`config.mk`:
```
export PLATFORM = sky130hd
export DESIGN_NAME = lbp_engine_param
export DESIGN_NICKNAME = d
export VERILOG_FILES = /design/src/rtl/lbp_engine_param.sv
export SDC_FILE = /design/constraint.sdc
export NUM_CORES = 1
export LEC_CHECK = 0
export CAP_MARGIN = 20
export CORE_ASPECT_RATIO = 0.75
export CORE_MARGIN = 1
export CORE_UTILIZATION = 53
export CTS_CLUSTER_DIAMETER = 100
export DETAILED_ROUTE_END_ITERATION = 8
export PLACE_DENSITY = 0.78
export SETUP_SLACK_MARGIN = 0.05
export SLEW_MARGIN = 40
export SYNTH_ARGS = -nofsm -noshare
export SYNTH_HDL_FRONTEND = slang
export SYNTH_SLANG_ARGS = --single-unit
```
`constraint.sdc`:
```
create_clock -name clk -period 2.9 [get_ports clk]
set_clock_uncertainty 0.15 [all_clocks]
set_input_delay 0.435 -clock clk [delete_from_list [all_inputs] [get_ports clk]]
set_output_delay 0.435 -clock clk [all_outputs]
set_load 0.03 [all_outputs]
```
`src/rtl/lbp_engine_param.sv`:
```
// Local Binary Pattern engine: scans a 2^IMG_W_LOG2 x 2^IMG_H_LOG2 image held in
// external synchronous memory, fetches each pixel's 3x3 window and emits one
// 8-bit LBP code per pixel over a valid/ready port.
// Optional build macro LBP_BORDER_EN: scan every pixel, border pixels emit code 0
// without fetching. Without it only interior pixels are scanned.
module lbp_engine_param #(
  parameter int IMG_W_LOG2 = 7,
  parameter int IMG_H_LOG2 = 7,
  parameter int PIX_W      = 8,
  parameter int ADDR_W     = IMG_W_LOG2 + IMG_H_LOG2
) (
  input  logic              clk,
  input  logic              reset,
  input  logic              start,
  input  logic [PIX_W-1:0]  thr_offset,
  output logic [ADDR_W-1:0] gray_addr,
  output logic              gray_req,
  input  logic              gray_ready,
  input  logic [PIX_W-1:0]  gray_data,
  output logic [ADDR_W-1:0] lbp_addr,
  output logic [7:0]        lbp_data,
  output logic              lbp_valid,
  input  logic              lbp_ready,
  output logic              busy,
  output logic              finish
);

  typedef enum logic [1:0] {S_IDLE, S_FETCH, S_OUT, S_DONE} state_t;

  localparam logic [IMG_W_LOG2-1:0] X_ONE = IMG_W_LOG2'(1);
  localparam logic [IMG_H_LOG2-1:0] Y_ONE = IMG_H_LOG2'(1);
`ifdef LBP_BORDER_EN
  localparam logic [IMG_W_LOG2-1:0] X_MAX = {IMG_W_LOG2{1'b1}};
  localparam logic [IMG_H_LOG2-1:0] Y_MAX = {IMG_H_LOG2{1'b1}};
`else
  // Last interior column/row: all ones except the LSB.
  localparam logic [IMG_W_LOG2-1:0] X_LAST = {{(IMG_W_LOG2-1){1'b1}}, 1'b0};
  localparam logic [IMG_H_LOG2-1:0] Y_LAST = {{(IMG_H_LOG2-1){1'b1}}, 1'b0};
`endif

  state_t                  state_q, state_d;
  logic [IMG_W_LOG2-1:0]   x_q, x_d;
  logic [IMG_H_LOG2-1:0]   y_q, y_d;
  logic [3:0]              req_cnt_q, req_cnt_d;  // requests transferred for this pixel
  logic [7:0]              code_q, code_d;
  logic                    pend_q;                // a datum arrives this cycle
  logic [3:0]              rd_idx_q;              // window index of that datum
  logic [PIX_W-1:0]        centre_q;
  logic [PIX_W-1:0]        thr_q;

  logic                    start_ok;
  logic                    req_fire;
  logic [IMG_W_LOG2-1:0]   nx;
  logic [IMG_H_LOG2-1:0]   ny;
  logic [PIX_W:0]          thr_sum;
  logic                    nbr_ge;

  assign start_ok = start && ((state_q == S_IDLE) || (state_q == S_DONE));
  assign gray_req = (state_q == S_FETCH) && (req_cnt_q < 4'd9);
  assign req_fire = gray_req && gray_ready;

  // Threshold is formed one bit wider so centre+offset never wraps; an
  // overflowing threshold simply makes every neighbour compare false.
  assign thr_sum = {1'b0, centre_q} + {1'b0, thr_q};
  assign nbr_ge  = {1'b0, gray_data} >= thr_sum;

  assign lbp_valid = (state_q == S_OUT);
  assign lbp_addr  = lbp_valid ? {y_q, x_q} : '0;
  assign lbp_data  = lbp_valid ? code_q : 8'h00;
  assign busy      = (state_q == S_FETCH) || (state_q == S_OUT);
  assign finish    = (state_q == S_DONE);
  assign gray_addr = gray_req ? {ny, nx} : '0;

  // Window address for the next request: centre first, then g0..g7.
  always_comb begin
    ny = y_q;
    nx = x_q;
    case (req_cnt_q)
      4'd1: begin ny = y_q - Y_ONE; nx = x_q - X_ONE; end
      4'd2: begin ny = y_q - Y_ONE; end
      4'd3: begin ny = y_q - Y_ONE; nx = x_q + X_ONE; end
      4'd4: begin nx = x_q - X_ONE; end
      4'd5: begin nx = x_q + X_ONE; end
      4'd6: begin ny = y_q + Y_ONE; nx = x_q - X_ONE; end
      4'd7: begin ny = y_q + Y_ONE; end
      4'd8: begin ny = y_q + Y_ONE; nx = x_q + X_ONE; end
      default: ;
    endcase
  end

  // Next-state logic: frame start, window fetch/compare, output handshake and scan advance.
  always_comb begin
    state_d   = state_q;
    x_d       = x_q;
    y_d       = y_q;
    req_cnt_d = req_cnt_q;
    code_d    = code_q;
    case (state_q)
      S_IDLE, S_DONE: begin
        if (start) begin
          code_d    = 8'h00;
          req_cnt_d = 4'd0;
`ifdef LBP_BORDER_EN
          x_d     = '0;
          y_d     = '0;
          state_d = S_OUT;
`else
          x_d     = X_ONE;
          y_d     = Y_ONE;
          state_d = S_FETCH;
`endif
        end
      end
      S_FETCH: begin
        if (req_fire) req_cnt_d = req_cnt_q + 4'd1;
        if (pend_q && (rd_idx_q != 4'd0)) begin
          code_d[rd_idx_q[2:0] - 3'd1] = nbr_ge;
          if (rd_idx_q == 4'd8) state_d = S_OUT;
        end
      end
      S_OUT: begin
        if (lbp_ready) begin
`ifdef LBP_BORDER_EN
          if ((x_q == X_MAX) && (y_q == Y_MAX)) begin
            state_d = S_DONE;
          end else begin
            if (x_q == X_MAX) begin
              x_d = '0;
              y_d = y_q + Y_ONE;
            end else begin
              x_d = x_q + X_ONE;
            end
            code_d    = 8'h00;
            req_cnt_d = 4'd0;
            if ((x_d == '0) || (x_d == X_MAX) || (y_d == '0) || (y_d == Y_MAX))
              state_d = S_OUT;
            else
              state_d = S_FETCH;
          end
`else
          if ((x_q == X_LAST) && (y_q == Y_LAST)) begin
            state_d = S_DONE;
          end else begin
            if (x_q == X_LAST) begin
              x_d = X_ONE;
              y_d = y_q + Y_ONE;
            end else begin
              x_d = x_q + X_ONE;
            end
            code_d    = 8'h00;
            req_cnt_d = 4'd0;
            state_d   = S_FETCH;
          end
`endif
        end
      end
      default: state_d = S_IDLE;
    endcase
  end

  // Control registers; reset aborts any frame in progress.
  always_ff @(posedge clk) begin
    if (!reset) begin
      state_q   <= S_IDLE;
      x_q       <= X_ONE;
      y_q       <= Y_ONE;
      req_cnt_q <= 4'd0;
      code_q    <= 8'h00;
      pend_q    <= 1'b0;
      rd_idx_q  <= 4'd0;
    end else begin
      state_q   <= state_d;
      x_q       <= x_d;
      y_q       <= y_d;
      req_cnt_q <= req_cnt_d;
      code_q    <= code_d;
      pend_q    <= req_fire;
      if (req_fire) rd_idx_q <= req_cnt_q;
    end
  end

  // Data registers: offset latched on an accepted start, centre on its read return.
  always_ff @(posedge clk) begin
    if (start_ok) thr_q <= thr_offset;
    if (pend_q && (rd_idx_q == 4'd0)) centre_q <= gray_data;
  end

endmodule

```
==> results of run 1 <==
worst register-to-register path: stages, from the launching register on:
cell and delay (ps):
sky130_fd_sc_hd__edfxtp_1 350, sky130_fd_sc_hd__ha_2 210, sky130_fd_sc_hd__inv_2 50, sky130_fd_sc_hd__fa_2 360, sky130_fd_sc_hd__nand2b_4 160, sky130_fd_sc_hd__nand2b_1 70, sky130_fd_sc_hd__nand2_1 60, sky130_fd_sc_hd__a21o_1 160
sky130_fd_sc_hd__ha_1 260, sky130_fd_sc_hd__o21ai_1 50, sky130_fd_sc_hd__a21oi_1 140, sky130_fd_sc_hd__o2111ai_1 120, sky130_fd_sc_hd__a211o_2 440, sky130_fd_sc_hd__o21ai_2 140
synth_stat cells (all sizes together) (3+ instances only):
master and n:
nor4 4, dfxtp 33, ha 32, a32oi 4, edfxtp 16, a31oi 3
nor2 59, inv 23, and3 5, a21oi 33, o22ai 3, nand2b 4
buf 7, xnor2 6, a211o 3, o21ai 44, nand3 8, a221oi 4
clkbuf 6, nand4 3, a22oi 3, a211oi 7, a21o 3, nor3 9
a311oi 3, and2 18, mux2i 4, nand2 35, xor2 9
flip-flops by register name (all words and copies together), names as in the netlist:
name,cells
centre_q,8
code_q,8
pend_q,1
rd_idx_q,4
req_cnt_q,4
state_q,2
thr_q,8
x_q,7
y_q,7
cell usage in the layout (no fill, tap or decap), types with 4 or more instances in the layout:
master,instances
sky130_fd_sc_hd__a32oi_1,4
sky130_fd_sc_hd__and2_1,18
sky130_fd_sc_hd__nor3_1,8
sky130_fd_sc_hd__ha_4,4
sky130_fd_sc_hd__ha_2,4
sky130_fd_sc_hd__and3_1,5
sky130_fd_sc_hd__buf_4,29
sky130_fd_sc_hd__o21ai_1,26
sky130_fd_sc_hd__nor2_1,55
sky130_fd_sc_hd__a21oi_1,28
sky130_fd_sc_hd__o21ai_2,4
sky130_fd_sc_hd__nand3_1,8
sky130_fd_sc_hd__clkbuf_8,5
sky130_fd_sc_hd__xnor2_1,6
sky130_fd_sc_hd__dfxtp_1,27
sky130_fd_sc_hd__clkdlybuf4s50_1,45
sky130_fd_sc_hd__nand2_1,35
sky130_fd_sc_hd__ha_1,24
sky130_fd_sc_hd__inv_1,18
sky130_fd_sc_hd__a211oi_1,5
sky130_fd_sc_hd__edfxtp_1,16
sky130_fd_sc_hd__o21ai_0,13
sky130_fd_sc_hd__xor2_1,9
sky130_fd_sc_hd__dfxtp_2,4
through the flow:
step,utilization (%),instance area [um2],instances
global placement,69.6,4160,558
CTS,72.3,4320,568
global route,74.5,4450,570
floorplan,-,3400,414
finish,74.5,4450,570
detailed placement,69.6,4160,558
worst min-delay path by stage:
| stage | startpoint | to | slack, ps | cells after the start |
|---|---|---|---|---|
| floorplan | code_q[5] | code_q[5] | 280 | 2 |
| CTS | code_q[4] | code_q[4] | 320 | 2 |
| global route | rd_idx_q[1] | rd_idx_q[1] | 340 | 2 |
| global placement | code_q[4] | code_q[4] | 300 | 2 |
| detailed placement | code_q[4] | code_q[4] | 300 | 2 |
| finish | rd_idx_q[1] | rd_idx_q[1] | 320 | 2 |
timing repair:
action | 4_1_cts | 5_1_grt
setup buffers | 2 | 2
setup endpoints to repair | 21 | 31
pin swaps | 4 | 16
hold buffers | 0 | 0
gates resized for setup | 29 | 38
hold endpoints to repair | 0 | 0
metal layers:
metal / track usage (%) / vias up
li1: - / 1629
met1: 36.1 / 1550
met2: 45.6 / 112
met3: 4.03 / 8
met4: 3.76 / 0
met5: 0 / -
report_power, final:
| group | switching [mW] | leakage, nW | internal, mW |
|---|---|---|---|
| combinational | 0.399 | 1.25 | 0.273 |
| clock | 0.255 | 0.0509 | 0.178 |
| sequential | 0.0248 | 0.418 | 0.745 |
final cells by class:
class	count	area (um2)	area share, %
multi-input cells	328	2260	50.8
flip-flops and latches	49	1150	25.9
repair buffers	83	748	16.8
inverters	24	100	2.25
well taps	78	97.6	2.19
clock buffers	5	68.8	1.55
clock inverters	3	23.8	0.534
cells by family (layout without fill, tap and decap cells):
group / Yosys count / after routing
AOI/OAI and AO/OA: 121 / 121
xor gates and xnor gates: 15 / 15
adders and majority gates: 33 / 33
buffers and inverters: 37 / 115
DFF: 49 / 49
muxes: 5 / 5
and+or+nand+nor: 154 / 154
==> results.md, run 1 <==
- The run finished with clean final reports.
- The uppermost layer routed is met4.
- The maximum level of the CTS H-tree is 2.
- The startpoint identified for the worst register-to-register timing path is thr_q[0].
- The maximum clock frequency is 357 MHz.
- The global-route congestion overflow total is 0.
- Walking the worst path, the cells encountered are inv_6 > ha_4 > buf_4 > mux2i_2 > o21a_1 > buf_4 > o22ai_1 > nor2_1 > a211oi_1 > buf_4.
- The global-route wire length before repair is 14.1 mm.
- After synthesis the cells add up to 3390 um2.
- By instance count, the cell type seen most on the critical path is sky130_fd_sc_hd__buf_4.
- Of the total synthesized cell area, the portion taken by AND, OR, NAND and NOR gates is 21.5%.
- The final route contains 3,299 vias.
- The die covers 6730 um2.
- In this run the critical register-to-register path is captured at code_q[5].
- The final count of hold timing violations is 0.
- VDD sags by at most 0.000357 V.
- The worst setup path startpoint is req_cnt_q[0].
- Clock-pin slew was measured on the worst setup and hold paths at 100 ps.
- The largest fanout on the critical path is 5.
- The number of antenna violations at the first check in global routing is 0.
- The share of final-layout standard cells stronger than drive strength 1 is 18.7%.
- The sequential element share of the synthesized area is 33.7%.
- The area of the core is 5980 um2.
- The cell leakage power is 1.72 nW.
- The worst register-to-register path has a setup slack of 140 ps.
- In the detailed route, the total length drawn on met2 is 4.31 mm.
- The cell count after synthesis came out at 414.
- The peak per-stage delay on the critical path is 390 ps.
- The length of routed met3 wiring is 607 um.
- The post-synthesis xor/xnor area fraction is 3.87%.
- The post-route fraction of the period consumed by the critical path is 96.6%.
- During synthesis, Yosys emitted a total of 0 warnings.
- Input and output buffers added on the ports amount to 60.
- The remaining max-slew budget at the tightest pin is 58.7%.
- The estimated wirelength of the detail-placed design is 6.49 mm.
- After floorplanning, the core was divided into 24 placement rows.
- Of the total synthesized cell area, the portion taken by full adders, half adders and majority gates is 12.4%.
- The average via count per standard cell is 5.79.
- The share of the synthesized area in compound gates (AO/OA/AOI/OAI) is 22.5%.
- STA classifies the critical path endpoint as an output port.
- After the first detailed-routing iteration, the DRC count stood at 170.
- The final RePlAce weighted congestion is 0.885.
- Overall power consumption after layout is estimated at 1.87 mW.
- The first-pass iteration count of the detailed router is 4.
- In this run the worst setup path terminates at gray_addr[2].
- In this run the power density over the cells is 421 nW/um2.
- Setup repair after global routing could not meet its margin everywhere.
- The final critical-path required period is 2800 ps.
- The residual DRC count is 0.
- The fraction of post-synthesis cell area in the top cell type by area is 19.5%.
- Adding up every negative setup slack in the final design gives 0 ps.
- The actual slew at the worst max-slew pin is 615 ps.
- The setup slack of the critical path after layout is 99.2 ps.
- The clock sink count is 49.
- The TritonCTS clock tree is yes.
- After synthesis, the largest family of logic cells by area is compound AO/OA/AOI/OAI gates.
- The post-synthesis mux area share is 1.62%.
- The count of final max-slew check failures came to 0.
- The average wire length per cell after detail routing is 15.9 um.
- The largest net degree at the start of global routing is 18.
- The combined buffer and inverter count along the critical path is 4.
- From synthesis to final layout, the design area changed by 31.3%.
- For this block, the routed nets add up to 9.04 mm of wire.
- The height of the die is 71.3 um.
- The initial cell density of the core is 56.7%.
- For this block, wires on met1 add up to 4.04 mm.
- The number of antenna diodes is 0.
- The startpoint class of the critical path is a flop.
- Clock latency on the worst-skew pair, taken at its later pin, is 300 ps.
- Prior to clock tree synthesis, the placed netlist has a worst setup slack of -35.4 ps.
- The CTS buffer count is 5.
- The max-cap check violation count is 0.
- Summed over all instances, the cell type with the most area after synthesis is sky130_fd_sc_hd__dfxtp_1.
- The path class of the tightest hold or removal check is reg2reg.
- After synthesis, the mean cell area works out to 8.19 um2.
- The count of cell instances traversed by the critical path is 10.
- Setup violations remaining at the end of the flow were counted as 0.
- The number of unique standard cell types used by synthesis is 54.
- The floorplan step set the die width to 94.4 um.
- The post-synthesis net count is 468.
- The filler cells instantiated in the layout total 472.
- The length in cells of the worst reg-to-reg path is 13.
- The post-synthesis async set-or-reset flop share is 0%.
- The cell at the slowest stage of the critical path is sky130_fd_sc_hd__dfxtp_4.
- The flip-flop and latch count after synthesis is 49.
- The count of nets left with antenna violations after detail routing is 0.
- The global-route usage over all layers is 26.5%.
- Hold is met by 318 ps.
- The required time reported for the critical path endpoint is 2320 ps.
- By area the synthesized netlist is led by sky130_fd_sc_hd__dfxtp_1 (19%), sky130_fd_sc_hd__edfxtp_1 (14%), sky130_fd_sc_hd__ha_1 (12%).
- The final layout contains 545 nets.
- Grouping stages by cell kind, the critical path spends the most delay in compound AO/OA/AOI/OAI gates.
- For this run, the leading register cell type out of synthesis is sky130_fd_sc_hd__dfxtp_1.
- The number of global-route vias before repair came to 2,933.
- In this run the count of I/O pins placed on the die edge is 61.
- The kind of critical path is reg2out.
- The cell sitting at the root of the clock tree is a sky130_fd_sc_hd__clkbuf_8.
- The number of enable flip-flop cells after synthesis is 16.
- Data on the critical path arrives at its endpoint at 2220 ps.
- The longest clock path from root to sink contains 2 buffers.
Note: power is estimated with default switching activity, not from simulation.
==> inputs of run 2 (changes only) <==
--- a/config.mk
+++ b/config.mk
@@ -5,9 +5,8 @@
 export SDC_FILE = /design/constraint.sdc
 export NUM_CORES = 1
 export LEC_CHECK = 0
-export CAP_MARGIN = 20
+export CAP_MARGIN = 40
 export CORE_ASPECT_RATIO = 0.75
-export CORE_MARGIN = 1
 export CORE_UTILIZATION = 53
 export CTS_CLUSTER_DIAMETER = 100
 export DETAILED_ROUTE_END_ITERATION = 8
==> results of run 2 <==
The final DEF is identical to that of run 1; final timing and power are the same.
